`src/rtl/demux_pkg.sv`:
```
// Shared types and helpers for the packet-aware 1-to-N stream demultiplexer.
package demux_pkg;

    typedef enum logic {
        IDLE = 1'b0,
        PKT  = 1'b1
    } demux_state_e;

    // Width of a destination index for n outputs (at least one bit).
    function automatic int sel_width(input int n);
        return (n <= 2) ? 1 : $clog2(n);
    endfunction

endpackage

```
`src/rtl/demux_lane_reg.sv`:
```
// One-entry valid/ready holding register carrying {data, last} for a single output lane.
module demux_lane_reg #(
    parameter int WIDTH = 8
) (
    input  logic             clk,
    input  logic             rst_n,
    input  logic             i_load,
    input  logic [WIDTH-1:0] i_data,
    input  logic             i_last,
    input  logic             i_ready,
    output logic             o_valid,
    output logic [WIDTH-1:0] o_data,
    output logic             o_last
);

    logic             r_valid;
    logic [WIDTH-1:0] r_data;
    logic             r_last;

    // A load wins over a drain so a simultaneous drain+load replaces the beat without a bubble.
    always_ff @(posedge clk) begin
        if (!rst_n) begin
            r_valid <= 1'b0;
            r_data  <= '0;
            r_last  <= 1'b0;
        end else if (i_load) begin
            r_valid <= 1'b1;
            r_data  <= i_data;
            r_last  <= i_last;
        end else if (i_ready) begin
            r_valid <= 1'b0;
            r_last  <= 1'b0;
        end
    end

    assign o_valid = r_valid;
    assign o_data  = r_data;
    assign o_last  = r_last;

endmodule

```
`src/rtl/demux_n_stream.sv`:
```
// Packet-aware 1-to-N valid/ready demultiplexer: destination latched on the first beat, held to s_last.
module demux_n_stream
    import demux_pkg::*;
#(
    parameter  int N     = 4,
    parameter  int WIDTH = 8,
    localparam int SEL_W = sel_width(N)
) (
    input  logic                      clk,
    input  logic                      rst_n,
    input  logic                      s_valid,
    output logic                      s_ready,
    input  logic [WIDTH-1:0]          s_data,
    input  logic [SEL_W-1:0]          s_sel,
    input  logic                      s_last,
    output logic [N-1:0]              m_valid,
    input  logic [N-1:0]              m_ready,
    output logic [N-1:0][WIDTH-1:0]   m_data,
    output logic [N-1:0]              m_last,
    output logic                      err_drop
);

    demux_state_e     r_state;
    demux_state_e     w_state_nxt;
    logic [SEL_W-1:0] r_dest;
    logic [SEL_W-1:0] w_dest;
    logic             w_dest_ok;
    logic             w_busy;
    logic             w_accept;
    logic [N-1:0]     w_load;

    assign w_dest    = (r_state == PKT) ? r_dest : s_sel;
    assign w_dest_ok = (int'(w_dest) < N);

    // Out-of-range destinations match no lane, so they are never busy and always accepted.
    always_comb begin
        w_busy = 1'b0;
        for (int i = 0; i < N; i++) begin
            if (w_dest == SEL_W'(i)) begin
                w_busy = m_valid[i] && !m_ready[i];
            end
        end
    end

    assign s_ready  = rst_n && !w_busy;
    assign w_accept = s_valid && s_ready;
    assign err_drop = w_accept && !w_dest_ok;

    always_comb begin
        w_load = '0;
        for (int i = 0; i < N; i++) begin
            if (w_dest == SEL_W'(i)) begin
                w_load[i] = w_accept;
            end
        end
    end

    always_ff @(posedge clk) begin
        if (!rst_n) begin
            r_state <= IDLE;
            r_dest  <= '0;
        end else begin
            r_state <= w_state_nxt;
            if (r_state == IDLE && w_accept && !s_last) begin
                r_dest <= s_sel;
            end
        end
    end

    always_comb begin
        w_state_nxt = r_state;
        case (r_state)
            IDLE: if (w_accept && !s_last) w_state_nxt = PKT;
            PKT:  if (w_accept && s_last)  w_state_nxt = IDLE;
            default: w_state_nxt = IDLE;
        endcase
    end

    for (genvar g = 0; g < N; g++) begin : g_lane
        demux_lane_reg #(
            .WIDTH (WIDTH)
        ) u_lane (
            .clk     (clk),
            .rst_n   (rst_n),
            .i_load  (w_load[g]),
            .i_data  (s_data),
            .i_last  (s_last),
            .i_ready (m_ready[g]),
            .o_valid (m_valid[g]),
            .o_data  (m_data[g]),
            .o_last  (m_last[g])
        );
    end

endmodule

```
`config.mk`:
```
export PLATFORM = sky130hd
export DESIGN_NAME = demux_n_stream
export DESIGN_NICKNAME = d
export VERILOG_FILES = /design/src/rtl/demux_pkg.sv /design/src/rtl/demux_lane_reg.sv /design/src/rtl/demux_n_stream.sv
export SDC_FILE = /design/constraint.sdc
export NUM_CORES = 1
export LEC_CHECK = 0
export CAP_MARGIN = 20
export CORE_ASPECT_RATIO = 0.9
export CORE_UTILIZATION = 45
export DETAILED_ROUTE_END_ITERATION = 6
export PLACE_DENSITY = 0.79
export SLEW_MARGIN = 20
export SYNTH_ARGS = -nofsm -noshare
export SYNTH_HDL_FRONTEND = slang
export SYNTH_HIERARCHICAL = 1
export SYNTH_SLANG_ARGS = --single-unit
```
`constraint.sdc`:
```
create_clock -name clk -period 2 [get_ports clk]
set_input_delay 0.3 -clock clk [delete_from_list [all_inputs] [get_ports clk]]
set_output_delay 0.3 -clock clk [all_outputs]
set_load 0.05 [all_outputs]
```
-- After elaboration in Yosys (flattened, before gate mapping)
Index checks and enable logic that the tools add are counted.
- bits in registers: 43
- bits of input ports: 18
- output and inout port bits: 42
- eq/ne operators: 3
- muxes and demuxes: 24
- bitwise gates (word level): 1
- reduce and logical (&&, ||, !) cells: 21
- operator list (operator ; count):
    1-bit two-way mux ; 22
    1-bit logical AND ; 10
    2-bit nonzero test ; 4
    1-bit logical NOT ; 6
    2-bit == test (second input constant) ; 2
    2-bit by 1-bit == test with 1-bit output (second input constant) ; 1
    2-bit logical NOT ; 1
    2-bit two-way mux ; 1
    1-bit case mux with 2 select lines ; 1
    1-bit inverter ; 1

-- Longest topological paths before layout
Gate-level depths: netlist of the first run.
- depth in word-level cells: 12
- depth in mapped cells: 7

-- Modules after synthesis
The synthesis of the first run kept the hierarchy.
- modules (own cells, without submodules) (module ; times used ; cells each ; area an instance (um2) ; sequential area each (um2)):
    demux_lane_reg ; 4 ; 32 ; 377.9 ; 200.2
    demux_n_stream ; 1 ; 34 ; 271.5 ; 60.1

-- Worst setup path before layout of the first run
Ideal clock, no wire load.
- path type: reg-to-output
- start: register (tool-made name)
- end: output s_ready
- arrival time: 1.887 ns
- setup slack: -0.187 ns
- stages on the path, launching flop included: 5
- cells stage by stage: dfxtp_1 > mux2i_2 > mux2i_1 > or2_1 > a21oi_1
- RTL lines (what ; RTL line ; source):
    end, declared ; demux_n_stream.sv:12 ; output logic s_ready,

==> results of run 1 <==
==> worst reg2reg max path: stages (launching register included) <==
cell	delay (ns)
dfxtp_4	0.38
mux2i_4	0.28
mux2i_2	0.27
nand2b_4	0.17
buf_4	0.11
nor2_1	0.05
buf_4	0.13
nor4bb_1	0.30
a31o_2	0.15
==> synthesized netlist by cell type (all sizes together) <==
cell type / instances / share of area [%]
nor4bb: 4 / 2.2
dfxtp: 43 / 48
clkbuf: 4 / 0.84
mux2i: 37 / 22
o21ai: 1 / 0.28
nor2: 5 / 1.1
nor2b: 36 / 13
nand2b: 6 / 2.1
or2: 1 / 0.35
nand3: 2 / 0.56
a31o: 4 / 2.0
conb: 1 / 0.21
mux2: 1 / 0.63
a311oi: 1 / 0.49
o21a: 4 / 1.7
a21oi: 2 / 0.56
buf: 5 / 2.9
nand3b: 1 / 0.42
o211ai: 1 / 0.42
inv: 2 / 0.42
nand2: 1 / 0.21
==> per-layer routing <==
metal,part of all wire (%),GRT usage (%),routed length (um)
met2,48,37.7,2170
met1,43,27.0,1960
met5,0,0,0
met3,6.4,5.47,289
met4,1.9,11.9,84
==> registers in the layout, summed over array words and instances (netlist names), named ones only <==
name / flops
g_lane.u_lane/o_data: 32
g_lane.u_lane/o_last: 4
g_lane.u_lane/o_valid: 4
r_dest: 2
==> power by group <==
group          switching, uW  internal [uW]
Clock                    280            315
Sequential              16.3            879
Combinational            179            154
Total                    475           1350
==> layout make-up <==
cell class / instances / area [um2] / area share [%]
clock buffers: 8 / 100 / 3.75
well taps: 46 / 57.6 / 2.15
multi-input cells: 108 / 883 / 33.1
flip-flops and latches: 43 / 865 / 32.4
inverters: 2 / 7.51 / 0.281
repair buffers: 80 / 758 / 28.4
==> metrics by stage <==
stage | TNS, ns | hold slack, ns | setup slack [ns]
2_1_floorplan | 0 | 0.407 | 0.0757
3_3_place_gp | -4.18 | 0.463 | -0.168
3_5_place_dp | -6.52 | 0.484 | -0.243
4_1_cts | 0 | 0.446 | 0.000167
5_1_grt | -0.0852 | 0.440 | -0.0650
6_report | 0 | 0.450 | 0.00389
==> cells by family after synthesis <==
logic type,after synthesis,synth area share [%]
AO/OA/AOI/OAI,13,5.40
buffers and inverters,11,4.21
flip-flops,43,48.3
multiplexers,38,22.3
other,1,0.210
AND/OR/NAND/NOR,56,19.6
==> worst max path at each step <==
stage | to | depth (start not counted) | from
after global routing | s_ready | 6 | flop
after floorplan | s_ready | 4 | flop
after global placement | g_lane[0].u_lane/o_last | 8 | s_sel[0]
after CTS | s_ready | 6 | flop
after detailed placement | g_lane[2].u_lane/o_last | 8 | s_sel[0]
final | s_ready | 6 | flop
==> what timing repair did <==
action	4_1_cts	5_1_grt
gates resized for setup	8	2
endpoints found under the setup margin	1	3
setup buffers	3	2
==> key figures, run 1 <==
Logic synthesis
  • Sequential-to-total area share from yosys stat: between 40% and 50%
  • Post-synthesis cell area: 0.00178 mm2
  • Synth Register Bits: between 40 and 50
  • Synth cell types: 24
  • Cell count after synthesis: 162
  • Syn_area_per_cell: 11.0 um2
  • YS warnings: 6
  • Syn nets: 180

Worst setup path
  • Startpoint types: flop
  • R2R Path End: g_lane[2].u_lane/o_last
  • Critical path class: flop to output port
  • Crit path max fanout: 4
  • Cells on worst reg2reg path: 8
  • Crit-path leading delay family: multiplexers
  • Slowest stage delay, CP: 0.38 ns
  • Setup crit end kind: output port
  • CP required: between 1.5 and 2 ns
  • CP bufs+invs: 2
  • Worst Path Arrival: 1.70 ns
  • CP max-delay cell: dfxtp_4
  • R2R setup slack: 0.11 ns
  • Worst-path cell chain: mux2i_4, mux2i_2, nand2b_4, buf_6, a21oi_4, buf_12

Routing
  • Routed WL: 4.50 mm
  • Avg WL per Cell: ~16 um
  • Post-DRT Antenna Nets: 0
  • Vias after detailed routing: 1459
  • Post-route DRC: 0
  • Drt first pass iters: 4
  • DRT iter0 DRCs: 44
  • Vias per cell: 5.08

Final layout
  • Most common cell after layout, fill and taps aside: clkdlybuf4s50_1
  • Fin nets: 258
  • Ant. Diodes: 0
  • Fill cells: 291
  • Final Util: 71.1%
  • P&R area growth vs syn: 49.8%
  • Layout cells sized above 1: 17.8%
  • Final Non-Filler Cells: roughly 290
  • Cell area after layout: 0.00267 mm2
  • Most frequent cells in the layout: 56 x clkdlybuf4s50_1, 42 x dfxtp_1, 36 x nor2b_1

Clocking
  • CTS Sinks: 43
  • CTS tree: done
  • H-tree levels: 2
  • Maximum buffer depth of the clock tree: 2
  • Clk_lat worst skew: about 0.29 ns
  • Hold-fix buffers at CTS: 0
  • CTS buffer count: 5
  • Reg clk slew, reported paths: 0.08 ns
  • Root Buffer: clkbuf_8

Global routing
  • Largest net degree at the start of global routing: 29
  • GR Overflow Total: 0
  • First-pass GRT wire length: around 6.8 mm
  • Vias in the first global route: 1410
  • Global Route Usage Sum: around 23%
  • Initial antenna violation count: 0

STA
  • Fmax achieved: between 500 and 600 MHz
  • Skew final: 0.00296 ns
  • Least-Margin Pin Slew: 0.527 ns
  • Pins Over Slew Limit: 0
  • Finish-stage setup viols: 0
  • RSZ-0062 raised after global routing: yes
  • Tcrit/Tclk final: 99.8%
  • Hold Violations, Final: 0
  • Rel. slew slack: between 60% and 70%
  • Minimum clock period: 2.00 ns

Floorplan
  • Die width: 68.4 um
  • Die Ht: 61.7 um
  • Die footprint: between 0.004 and 0.005 mm2
  • Core Area: 0.00376 mm2
  • Initial Util: 47.5%
  • Top Ports: 60
  • Site row count: 21

Run status
  • Status: finished clean

Worst hold path
  • Hold Startpoint: s_sel[0]
  • Hold WC Path Type: input port to flop
  • Cells on Worst Hold Path: 3
  • WHS Endpoint: r_dest[0]

Place
  • Dpl hpwl: 3.13 mm
  • Routability congestion estimate from global placement: around 0.89
  • Port Buf Inserts: slightly below 60
  • Placed insts: 274
  • Post-DP Area: 0.00249 mm2

Flow run
  • Max cap viols: 0

Power
  • Worst VDD drop: 0.000433 V
  • Lkg Pwr: around 0.00095 uW
  • Pwr dens: slightly below 700 mW/mm2
  • Overall Power: 1820 uW
Power figures use the tool's default switching activity.
==> inputs of run 2 (changes only) <==
- ABC_AREA: unset -> 0
- ABC_CLOCK_PERIOD_IN_PS: unset -> 2000
- CORE_UTILIZATION: 45 -> 42
- PLACE_DENSITY: 0.79 -> 0.75
==> key figures, run 2 (same netlist as run 1, synthesis figures left out) <==
Floorplan
  • Die Ht: 63.8 um (+3.4%)
  • Die width: 70.7 um (+3.4%)
  • Initial Util: 43.8% (-3.7 points)
  • Core Area: 0.00407 mm2 (+8.4%)
  • Top Ports: 60 (unchanged)
  • Die footprint: 0.00451 mm2 (+6.9%)
  • Site row count: 22 (+4.8%)

Worst setup path
  • Worst Path Arrival: 1.76 ns (+0.06 ns)
  • Crit path max fanout: 3 (-1)
  • Slowest stage delay, CP: 0.38 ns (about the same)
  • Worst-path cell chain: mux2i_4, buf_6, mux2i_2, or2_1, a21oi_2, buf_12
  • CP required: 1.70 ns (about the same)
  • Critical path class: flop to output port
  • Startpoint types: flop
  • CP max-delay cell: dfxtp_4
  • Setup crit end kind: output port
  • Cells on worst reg2reg path: 9 (+1)

Clocking
  • Root Buffer: clkbuf_8
  • CTS buffer count: 5 (unchanged)
  • H-tree levels: 2 (unchanged)
  • Maximum buffer depth of the clock tree: 2 (unchanged)
  • Clk_lat worst skew: 0.29 ns (about the same)
  • CTS tree: done
  • Hold-fix buffers at CTS: 0 (unchanged)
  • Reg clk slew, reported paths: 0.08 ns (about the same)
  • CTS Sinks: 43 (unchanged)

Final layout
  • Most common cell after layout, fill and taps aside: clkdlybuf4s50_1
  • Fill cells: 319 (+9.6%)
  • Final Util: 67.4% (-3.7 points)
  • Most frequent cells in the layout: 56 x clkdlybuf4s50_1, 42 x dfxtp_1, 36 x nor2b_1
  • Layout cells sized above 1: 21.1% (+3.2 points)
  • Largest register FFs: 32 (unchanged)
  • Fin nets: 259 (+0.39%)
  • Cell area after layout: 0.00274 mm2 (+2.7%)
  • P&R area growth vs syn: 53.9%
  • Ant. Diodes: 0 (unchanged)

Routing
  • Drt first pass iters: 6 (+2)
  • Routed WL: 4.28 mm (-4.9%)
  • Vias after detailed routing: 1402 (-3.9%)
  • Post-DRT Antenna Nets: 0 (unchanged)
  • Post-route DRC: 11 (+11)
  • Avg WL per Cell: 14.8 um (-5.9%)
  • Vias per cell: 4.83 (-4.9%)
  • DRT iter0 DRCs: 69 (+57%)

STA
  • Tcrit/Tclk final: 103% (+3.3 points)
  • Minimum clock period: 2.06 ns (+0.0651 ns)
  • Pins Over Slew Limit: 0 (unchanged)
  • Rel. slew slack: 64.8% (about the same)
  • Fmax achieved: 485 MHz (-3.2%)
  • RSZ-0062 raised after global routing: yes
  • Setup WS post-layout: -0.0612 ns (-0.0651 ns)
  • Hold Violations, Final: 0 (unchanged)
  • Skew final: 0.00761 ns (+0.00465 ns)
  • Finish-stage setup viols: 1 (+1)
  • Least-Margin Pin Slew: 0.527 ns (+0.0000378 ns)

Flow run
  • Max cap viols: 0 (unchanged)

Run status
  • Failing checks: design-rule violations, negative setup slack
  • Status: finished, violations left

Place
  • Routability congestion estimate from global placement: 0.914 (+2.7%)
  • Post-DP Area: 0.00251 mm2 (+0.60%)
  • Dpl hpwl: 2.92 mm (-6.8%)
  • Pre-CTS setup slack: -0.271 ns (-0.0280 ns)
  • Port Buf Inserts: 58 (unchanged)

Global routing
  • GR Overflow Total: 0 (unchanged)
  • Vias in the first global route: 1426 (+1.1%)
  • Largest net degree at the start of global routing: 45 (+55%)
  • Global Route Usage Sum: 19.8% (-2.7 points)
  • Initial antenna violation count: 0 (unchanged)
  • First-pass GRT wire length: 6.84 mm (+1.1%)

Power
  • Lkg Pwr: 0.000962 uW (+1.7%)
  • Pwr dens: 703 mW/mm2 (+3.0%)
  • Worst VDD drop: 0.000440 V (+1.6%)

Worst hold path
  • Cells on Worst Hold Path: 3 (unchanged)
  • Hold WC Path Type: input port to flop
-- run 2: cell count changes in the layout (fill, tap and decap cells not counted), sizes merged --
cell,previous run,this run
buf,23,24
clkinv,0,1
clkbuf,8,6
bufinv,0,1
-- run 2: layout make-up --
| type | count | area (um2) | area share, % |
|---|---|---|---|
| repair buffers | 81 | 782 | 28.5 |
| inverters | 2 | 7.51 | 0.274 |
| flip-flops and latches | 43 | 865 | 31.5 |
| clock inverters | 2 | 35.0 | 1.28 |
| multi-input cells | 108 | 912 | 33.2 |
| clock buffers | 6 | 82.6 | 3.01 |
| well taps | 48 | 60.1 | 2.19 |
-- run 2: what timing repair did --
action / in CTS / in global routing
buffers inserted: 5 / 1
gates cloned: 0 / 0
setup endpoints to repair: 3 / 25
pin swaps: 2 / 3
resized for setup: 6 / 12
-- run 2: layer usage --
metal	part of all wire (%)	GRT usage (%)	vias to the layer above
li1	-	-	703
met1	43	23.4	648
met2	49	33.8	46
met3	7.0	7.57	5
met4	1.1	5.25	0
met5	0	0	-
-- run 2: final timing paths --
path / slack, ns / endpoint / start
min reg2reg: 0.51 / r_dest[0] / r_dest[0]
min: 0.43 / r_dest[0] / s_sel[0]
max: -0.06 / s_ready / flop
max reg2reg: 0 / g_lane[1].u_lane/o_last / flop
-- run 2: report_power, final --
group | total [uW] | internal [uW] | switching (uW) | leakage, uW
combinational | 339 | 159 | 181 | 0.000552
sequential | 895 | 879 | 15.8 | 0.000349
clock | 696 | 404 | 292 | 0.0000612
-- run 2: stage by stage --
stage                     cells  total power (uW)  hold WS (ns)  setup TNS [ns]
after detailed placement    276              1220         0.484           -7.42
final                       290              1930         0.432         -0.0612
after global placement      276              1220         0.464           -3.81
after CTS                   289              1940         0.402         -0.0779
after global routing        290              2020         0.440          -0.594
after floorplan             162              1090         0.407               0
-- run 2: worst max-delay path: cells and delay by family (launching register included) --
family | cells | cell delay (ns)
buffers and inverters | 2 | 0.30
and+or+nand+nor | 1 | 0.24
DFF | 1 | 0.38
muxes | 2 | 0.34
AOI/OAI and AO/OA | 1 | 0.21
